`config.mk`:
```
export PLATFORM = sky130hd
export DESIGN_NAME = vga_fb_reader
export DESIGN_NICKNAME = d
export VERILOG_FILES = /design/src/rtl/vga_fb_reader.sv
export SDC_FILE = /design/constraint.sdc
export NUM_CORES = 1
export LEC_CHECK = 0
export CAP_MARGIN = 20
export CORE_MARGIN = 3
export CORE_UTILIZATION = 34
export DETAILED_ROUTE_END_ITERATION = 6
export PLACE_DENSITY = 0.59
export SETUP_SLACK_MARGIN = 0.05
export SLEW_MARGIN = 20
export SYNTH_ARGS = -nofsm -noshare
export SYNTH_HDL_FRONTEND = slang
export SYNTH_SLANG_ARGS = --single-unit
```
`constraint.sdc`:
```
create_clock -name i_clk -period 2.1 [get_ports i_clk]
set_clock_uncertainty 0.1 [all_clocks]
set_input_delay 0.42 -clock i_clk [delete_from_list [all_inputs] [get_ports i_clk]]
set_output_delay 0.42 -clock i_clk [all_outputs]
set_load 0.01 [all_outputs]
```
`src/rtl/vga_fb_reader.sv`:
```
// 640x480@60 VGA raster reader: generates timing, reads RGB444 from the frame-buffer BRAM port, drives DAC pins.
// Build macro TEST_PATTERN_EN adds the i_pattern input and an 8-bar colour test pattern.
module vga_fb_reader #(
    parameter int H_ACTIVE = 640,
    parameter int H_FP     = 16,
    parameter int H_SYNC   = 96,
    parameter int H_BP     = 48,
    parameter int V_ACTIVE = 480,
    parameter int V_FP     = 10,
    parameter int V_SYNC   = 2,
    parameter int V_BP     = 33,
    parameter int RD_LAT   = 2,
    parameter bit SYNC_POL = 1'b0
) (
    input  logic        i_clk,
    input  logic        i_rstn,
    input  logic        i_en,
`ifdef TEST_PATTERN_EN
    input  logic        i_pattern,
`endif
    output logic [18:0] o_rd_addr,
    output logic        o_rd_en,
    input  logic [11:0] i_rd_data,
    output logic [3:0]  o_red,
    output logic [3:0]  o_green,
    output logic [3:0]  o_blue,
    output logic        o_hsync,
    output logic        o_vsync,
    output logic        o_de,
    output logic        o_frame_start
);

    localparam int H_TOT = H_ACTIVE + H_FP + H_SYNC + H_BP;
    localparam int V_TOT = V_ACTIVE + V_FP + V_SYNC + V_BP;

    localparam logic [9:0]  H_ACT     = 10'(H_ACTIVE);
    localparam logic [9:0]  V_ACT     = 10'(V_ACTIVE);
    localparam logic [9:0]  H_LAST    = 10'(H_TOT - 1);
    localparam logic [9:0]  V_LAST    = 10'(V_TOT - 1);
    localparam logic [9:0]  HS_BEG    = 10'(H_ACTIVE + H_FP);
    localparam logic [9:0]  HS_END    = 10'(H_ACTIVE + H_FP + H_SYNC);
    localparam logic [9:0]  VS_BEG    = 10'(V_ACTIVE + V_FP);
    localparam logic [9:0]  VS_END    = 10'(V_ACTIVE + V_FP + V_SYNC);
    localparam logic [18:0] ADDR_LAST = 19'(H_ACTIVE * V_ACTIVE - 1);

    typedef enum logic [1:0] {IDLE, RUN, DRAIN} state_t;

    // Per-pixel control travelling alongside the BRAM read.
    typedef struct packed {
        logic       de;
        logic       hs;
        logic       vs;
`ifdef TEST_PATTERN_EN
        logic [2:0] bar;
`endif
    } tap_t;

    localparam int TW = $bits(tap_t);
    localparam int SW = RD_LAT * TW;

    state_t      state, state_nxt;
    logic [9:0]  h_cnt, h_nxt, v_cnt, v_nxt;
    logic [18:0] addr_nxt;
    logic        running, active, wrap;
    tap_t        tap_c, tap_d;
    logic [SW-1:0] tap_sr;
    logic [11:0] pix;

    assign running       = (state != IDLE);
    assign active        = running && (h_cnt < H_ACT) && (v_cnt < V_ACT);
    assign wrap          = (h_cnt == H_LAST) && (v_cnt == V_LAST);
    assign o_rd_en       = active;
    assign o_frame_start = running && (h_cnt == '0) && (v_cnt == '0);

    // NOTE: every variable gets a default before the case so no path leaves it unassigned (no latches).
    always_comb begin
        state_nxt = state;
        h_nxt     = h_cnt;
        v_nxt     = v_cnt;
        addr_nxt  = o_rd_addr;

        case (state)
            IDLE:    if (i_en) state_nxt = RUN;
            RUN:     if (!i_en) state_nxt = wrap ? IDLE : DRAIN;
            DRAIN:   if (i_en) state_nxt = RUN;
                     else if (wrap) state_nxt = IDLE;
            default: state_nxt = IDLE;
        endcase

        if (running) begin
            if (h_cnt == H_LAST) begin
                h_nxt = '0;
                v_nxt = (v_cnt == V_LAST) ? 10'd0 : v_cnt + 10'd1;
            end else begin
                h_nxt = h_cnt + 10'd1;
            end
        end

        // Raster order makes the address a plain incrementer that wraps after the last pixel.
        if (active)
            addr_nxt = (o_rd_addr == ADDR_LAST) ? 19'd0 : o_rd_addr + 19'd1;
        else if (!running || v_cnt >= V_ACT)
            addr_nxt = '0;
    end

    // NOTE: non-blocking assignments so every register samples pre-edge values regardless of block order.
    always_ff @(posedge i_clk or negedge i_rstn) begin
        if (!i_rstn) begin
            state     <= IDLE;
            h_cnt     <= '0;
            v_cnt     <= '0;
            o_rd_addr <= '0;
        end else begin
            state     <= state_nxt;
            h_cnt     <= h_nxt;
            v_cnt     <= v_nxt;
            o_rd_addr <= addr_nxt;
        end
    end

    always_comb begin
        tap_c    = '0;
        tap_c.de = active;
        tap_c.hs = running && (h_cnt >= HS_BEG) && (h_cnt < HS_END);
        tap_c.vs = running && (v_cnt >= VS_BEG) && (v_cnt < VS_END);
`ifdef TEST_PATTERN_EN
        for (int k = 1; k < 8; k++)
            if (h_cnt >= 10'(k * (H_ACTIVE / 8))) tap_c.bar = 3'(k);
`endif
    end

    // RD_LAT-deep delay so control lines up with the BRAM data at the output register.
    always_ff @(posedge i_clk or negedge i_rstn) begin
        if (!i_rstn) tap_sr <= '0;
        else         tap_sr <= SW'({tap_sr, tap_c});
    end

    assign tap_d = tap_sr[SW-1 -: TW];

    always_comb begin
        pix = i_rd_data;
`ifdef TEST_PATTERN_EN
        // Bar index bits map straight onto the white..black colour order.
        if (i_pattern)
            pix = {{4{~tap_d.bar[1]}}, {4{~tap_d.bar[2]}}, {4{~tap_d.bar[0]}}};
`endif
    end

    always_ff @(posedge i_clk or negedge i_rstn) begin
        if (!i_rstn) begin
            o_de                     <= 1'b0;
            o_hsync                  <= ~SYNC_POL;
            o_vsync                  <= ~SYNC_POL;
            {o_red, o_green, o_blue} <= '0;
        end else begin
            o_de                     <= tap_d.de;
            o_hsync                  <= tap_d.hs ? SYNC_POL : ~SYNC_POL;
            o_vsync                  <= tap_d.vs ? SYNC_POL : ~SYNC_POL;
            {o_red, o_green, o_blue} <= tap_d.de ? pix : 12'h000;
        end
    end

endmodule

```
==> flow_summary.toml, run 1 <==
[run_status]
status = "finished, final reports clean"

[logic_synthesis]
yosysMostFrequentCell = "dfrtp_1"
synth_ff_type = "dfrtp_1"
ys_top_cells_by_count = "dfrtp_1 (60), nand2_1 (31), o21ai_0 (23)"
synth_cell_type_count = 50
synth_compound_area_share_pct = 9.67
synth_warnings = 0
synth_fa_ha_area_share_pct = 2.13
syn_area_um2 = 2940
synth_top_family_by_area = "simple AND/OR/NAND/NOR gates"
avgSynthCellArea_um2 = 10.3
ys_seq_area_share_pct = 52.9
synth_edf_count = 0
syn-num-nets = 306
synthSimpleGateAreaFrac_pct = 25.1
synthMuxAreaShare_pct = 0.724
syn_inst = 286
synthArstFlopShare_pct = 100
synth.top_cell.area_share_pct = 51.1
netlist_top_cells_area = "dfrtp_1 (51%), nand2_1 (4.0%), o21ai_0 (3.9%), xnor2_1 (3.0%), xor2_1 (3.0%)"
synth_xor_area_share_pct = 5.96
yosys.area.top_type = "dfrtp_1"
ys_seq_elements = 62

[worst_hold_path]
hold_class = "flip-flop to flip-flop"
holdCritStartpoint = "tap_sr[0]"

[place]
gp_congestion = 0.804
io_buffers = 50
hpwl_mm = 4.70
postPlaceCellArea_um2 = 3800

[power_and_ir_drop]
p_leak_nw = 1.87
peakVddDrop_mv = 0.396
cellPowerDensity_nw_per_um2 = 798

[sta]
worst_pin_slew_ps = 455
setup_tns_ps = 0
period_needed_ps = 2100
final_max_slew_viol_count = 0
timing.hold.ws_ps = 252
slew_headroom_pct = 69.7
setup_viol = 0
rsz0062_at_grt = "true"
period_share_pct = 99.8
fmax_mhz = 477
hold_violations = 0

[finish]
regArea_um2 = 1550
postLayoutCellArea_um2 = 4170
area_growth_pct = 41.9
nFillCells = 798
drive_above_1_share_pct = 22.1
antennaDiodeCount = 0
multiInputGateArea_um2 = 1350
layout.nets = 399

[worst_setup_path]
critPathSlowestCell = "dfrtp_1"
critPathLaunchType = "flip-flop"
cpLargestDelayFamily = "simple AND/OR/NAND/NOR gates"
criticalPathCategory = "flip-flop to output pin"
crit_start = "v_cnt[9]"
critPathMaxStageDelay_ps = 430
crit_fanout = 6
critical_path.endpoint_type = "output pin"
crit_chain = "or3_1 -> nor3_2 -> buf_2"
critPathRequiredTime_ps = 1580
worstPathArrival_ps = 1580
critPathBufInv = 1
r2r_start = "v_cnt[7]"

[run]
drv_cap = 0

[global_routing]
grt_start_max_net_pins = 46
grt_pass1_vias = 2316
grt-ovfl-total = 0
grt_pass1_wl_mm = 11.2
grt_usage_pct = 14.3
antenna_found_initial = 0

[floorplanning]
initial_core_util_pct = 35.4
die_w_um = 99.0
ios = 51
rows = 33
dieArea_um2 = 9790
die_y_um = 99.0
coreArea_um2 = 8300

[detailed_routing]
via_per_inst = 5.00
drtPass1Iterations = 4
drt_iter0_markers = 124
ant_nets = 0
wire_per_inst_um = 13.5
drc = 0
vias = 2443
totalWireLength_mm = 6.61

[clock_tree]
h-tree-depth = 3
numClockSinks = 62
cts_buffers = 9
clkTransAtPathRegs_ps = 70
root_buffer = "clkbuf_8"
cts_buffer_depth = 2
cts_tree = "built"
clkLatencyLatePin_ps = 350
[per-layer routing]
metal / wire length, um / global-route usage [%]
met4: 54 / 4.41
met3: 311 / 4.53
met1: 3020 / 19.0
met5: 0 / 0
met2: 3230 / 22.3
[worst paths after layout]
| path | to | slack [ps] | cells after the start |
|---|---|---|---|
| setup / recovery | o_frame_start | 5 | 3 |
| hold / removal | tap_sr[3] | 250 | 0 |
| setup reg to reg | o_rd_addr[18] | 90 | 6 |
| hold reg to reg | tap_sr[3] | 250 | 0 |
| max in group asynchronous | o_vsync | 790 | 3 |
| min in group asynchronous | o_rd_addr[7] | 450 | 2 |
[cells by family after synthesis]
family,count (synthesis)
simple gates,128
flops,62
compound gates,46
fa+ha+maj,5
mux,2
buf+inv,23
xor+xnor,20
[worst register-to-register path, cell delays in order, from the launching register on]
cell     delay, ps
dfrtp_1        420
and4_4         200
or3_4          380
buf_6          140
a211o_4        290
or3_1          340
o21ai_1         70
[stage by stage]
step / power, mW / worst slack, ps / std cells / util [%]
CTS: 3.34 / -37.9 / 484 / 49.4
global placement: 1.96 / -172 / 467 / 45.8
detailed placement: 1.97 / -175 / 467 / 45.8
global route: 3.50 / -88.5 / 489 / 50.2
floorplan: 1.67 / 96.0 / 286 / -
finish: 3.32 / 4.63 / 489 / 50.2
[layout by cell type, fill, tap and decap left out, drive strengths merged, types with 2 or more instances in the layout]
master and count:
and2 13, nor4 8, nand3b 2, and4 3, inv 14, nor2b 2
a21oi 8, o31ai 2, nand4b 2, and3 7, nor4b 2, a22o 2
nor3 10, a31oi 2, buf 47, xor2 10, o21ai 24, bufinv 3
clkbuf 9, xnor2 10, dfrtp 60, nor2 19, nand2 31, nand3 12
and4b 2, dfstp 2, nand4 6, or3 5, clkdlybuf4s50 47, ha 5
[state kept, by name, indices dropped and copies added, names as in the netlist]
name,flops
o_rd_addr,19
h_cnt,10
v_cnt,10
tap_sr,6
o_blue,4
o_green,4
o_red,4
state,2
o_de,1
o_hsync,1
o_vsync,1
[cell type report]
type | count | share of cell area (%)
Timing Repair Buffer | 95 | 20.4
Multi-Input combinational cell | 201 | 32.3
Clock buffer | 9 | 2.97
Sequential cell | 62 | 37.3
Inverter | 10 | 0.901
Clock inverter | 7 | 3.06
Tap cell | 105 | 3.15
[report_power, final]
group          internal, mW  switching, mW  leakage [nW]
clock                 0.809          0.528         0.127
sequential             1.29         0.0698         0.819
combinational         0.334          0.292         0.929
total                  2.43          0.890          1.87
[what timing repair did]
action,in CTS,in global routing
resized for setup,17,8
hold buffers,1,0
endpoints found under the setup margin,3,12
setup buffers,0,5
endpoints found under the hold margin,17,0
pin swaps,4,4
(Power assumes the default switching activity.)
==> inputs of run 2 (changes only) <==
--- a/config.mk
+++ b/config.mk
@@ -7,9 +7,9 @@
 export LEC_CHECK = 0
 export CAP_MARGIN = 20
 export CORE_MARGIN = 3
-export CORE_UTILIZATION = 34
+export CORE_UTILIZATION = 47
 export DETAILED_ROUTE_END_ITERATION = 6
-export PLACE_DENSITY = 0.59
+export PLACE_DENSITY = 0.76
 export SETUP_SLACK_MARGIN = 0.05
 export SLEW_MARGIN = 20
 export SYNTH_ARGS = -nofsm -noshare
==> run 2 against run 1 <==
Critical path depth increased by 3. Clock power shrank 32%. Final area fell by 3.2%. Die area fell by 26%. Utilization up 17 points. Worst hold slack worse by 5.7 ps. Total power decreased by 13%. Sequential share of layout area up 1.3 points. Worst setup slack better by 5.2 ps. Critical endpoint unchanged.
==> flow_summary.toml, run 2 (synthesis results as in run 1) <==
[run_status]
status = "finished, final reports clean"

[sta]
period_share_pct = 99.5
rsz0062_at_grt = "true"
final_max_slew_viol_count = 0
setup_viol = 0
period_needed_ps = 2090
setup_tns_ps = 0
fmax_mhz = 478
slew_headroom_pct = 65.9
hold_violations = 0
worst_pin_slew_ps = 508

[clock_tree]
clkLatencyLatePin_ps = 350
numClockSinks = 62
root_buffer = "clkbuf_8"
cts_buffers = 9
h-tree-depth = 3
clkTransAtPathRegs_ps = 60
cts_buffer_depth = 2
cts_tree = "built"

[worst_setup_path]
criticalPathCategory = "flip-flop to output pin"
critical_path.endpoint_type = "output pin"
critPathMaxStageDelay_ps = 370
critPathSlowestCell = "dfrtp_1"
critPathBufInv = 2
crit_fanout = 2
r2r_slack_ps = 100
cpLargestDelayFamily = "simple AND/OR/NAND/NOR gates"
critPathRequiredTime_ps = 1580
crit_chain = "inv_1 -> ha_1 -> nor4b_2 -> nand3_1 -> nor3_2 -> buf_2"
worstPathArrival_ps = 1570
critPathLaunchType = "flip-flop"

[power_and_ir_drop]
p_total_mw = 2.88
p_leak_nw = 1.81
peakVddDrop_mv = 0.462
cellPowerDensity_nw_per_um2 = 715

[finish]
drive_above_1_share_pct = 21.8
top_regs = "o_rd_addr (19), h_cnt (10), v_cnt (10)"
regMostFlops = "o_rd_addr"
largest_reg_flops = 19
layout_common_cells = "dfrtp_1 (58), clkdlybuf4s50_1 (47), buf_4 (39)"
layout.nets = 396
layout_commonest_cell = "dfrtp_1"
antennaDiodeCount = 0
area_growth_pct = 37.4
nFillCells = 456

[global_routing]
grt-ovfl-total = 0
grt_usage_pct = 20.0
grt_start_max_net_pins = 32
grt_pass1_vias = 2472
antenna_found_initial = 0
grt_pass1_wl_mm = 11.4

[place]
hpwl_mm = 4.87
gp_congestion = 0.848
io_buffers = 50

[floorplanning]
initial_core_util_pct = 49.0
die_w_um = 85.1
ios = 51
rows = 28
dieArea_um2 = 7240
die_y_um = 85.1
coreArea_um2 = 5990

[detailed_routing]
vias = 2482
ant_nets = 0
drtPass1Iterations = 4
drt_iter0_markers = 118
totalWireLength_mm = 6.77
drc = 0
via_per_inst = 5.44
wire_per_inst_um = 14.8

[run]
drv_cap = 0

[worst_hold_path]
hold_class = "flip-flop to flip-flop"
[run 2: layout make-up]
class	count	area (um2)	area share, %
flip-flops and latches	62	1560	38.6
multi-input cells	201	1360	33.6
repair buffers	92	826	20.5
clock buffers	12	145	3.60
well taps	75	93.8	2.32
inverters	10	37.5	0.930
clock inverters	4	22.5	0.558
[run 2: worst paths after layout]
path	end	start	depth (start not counted)
max reg2reg	o_rd_addr[18]	v_cnt[7]	6
min	tap_sr[5]	tap_sr[2]	0
max in group asynchronous	o_vsync	i_rstn	3
min in group asynchronous	h_cnt[3]	i_rstn	2
max	o_frame_start	h_cnt[0]	6
min reg2reg	tap_sr[5]	tap_sr[2]	0
[run 2: through the flow]
step	area [um2]	std cells	hold slack (ps)	setup WS [ps]	utilization [%]
global placement	3760	436	232	-158	62.7
finish	4040	456	247	9.84	67.4
global route	4040	456	255	-80.9	67.4
floorplan	2940	286	24.4	96.0	-
detailed placement	3760	436	236	-205	62.7
CTS	3990	455	246	-21.0	66.5
[run 2: where the power goes]
group | switching [mW] | internal [mW]
clock network | 0.454 | 0.454
logic | 0.293 | 0.324
registers | 0.0655 | 1.29
total | 0.813 | 2.07
[run 2: what timing repair did]
action,4_1_cts,5_1_grt
setup endpoints to repair,4,21
pin swaps,5,4
setup buffers,2,1
resized for setup,16,11
hold endpoints to repair,17,0
hold buffers,1,0
[run 2: layer usage]
layer,GRT usage [%],part of all wire [%]
met2,34.4,52
met1,22.7,41
met4,8.35,1.8
met3,6.50,5.8
met5,0,0
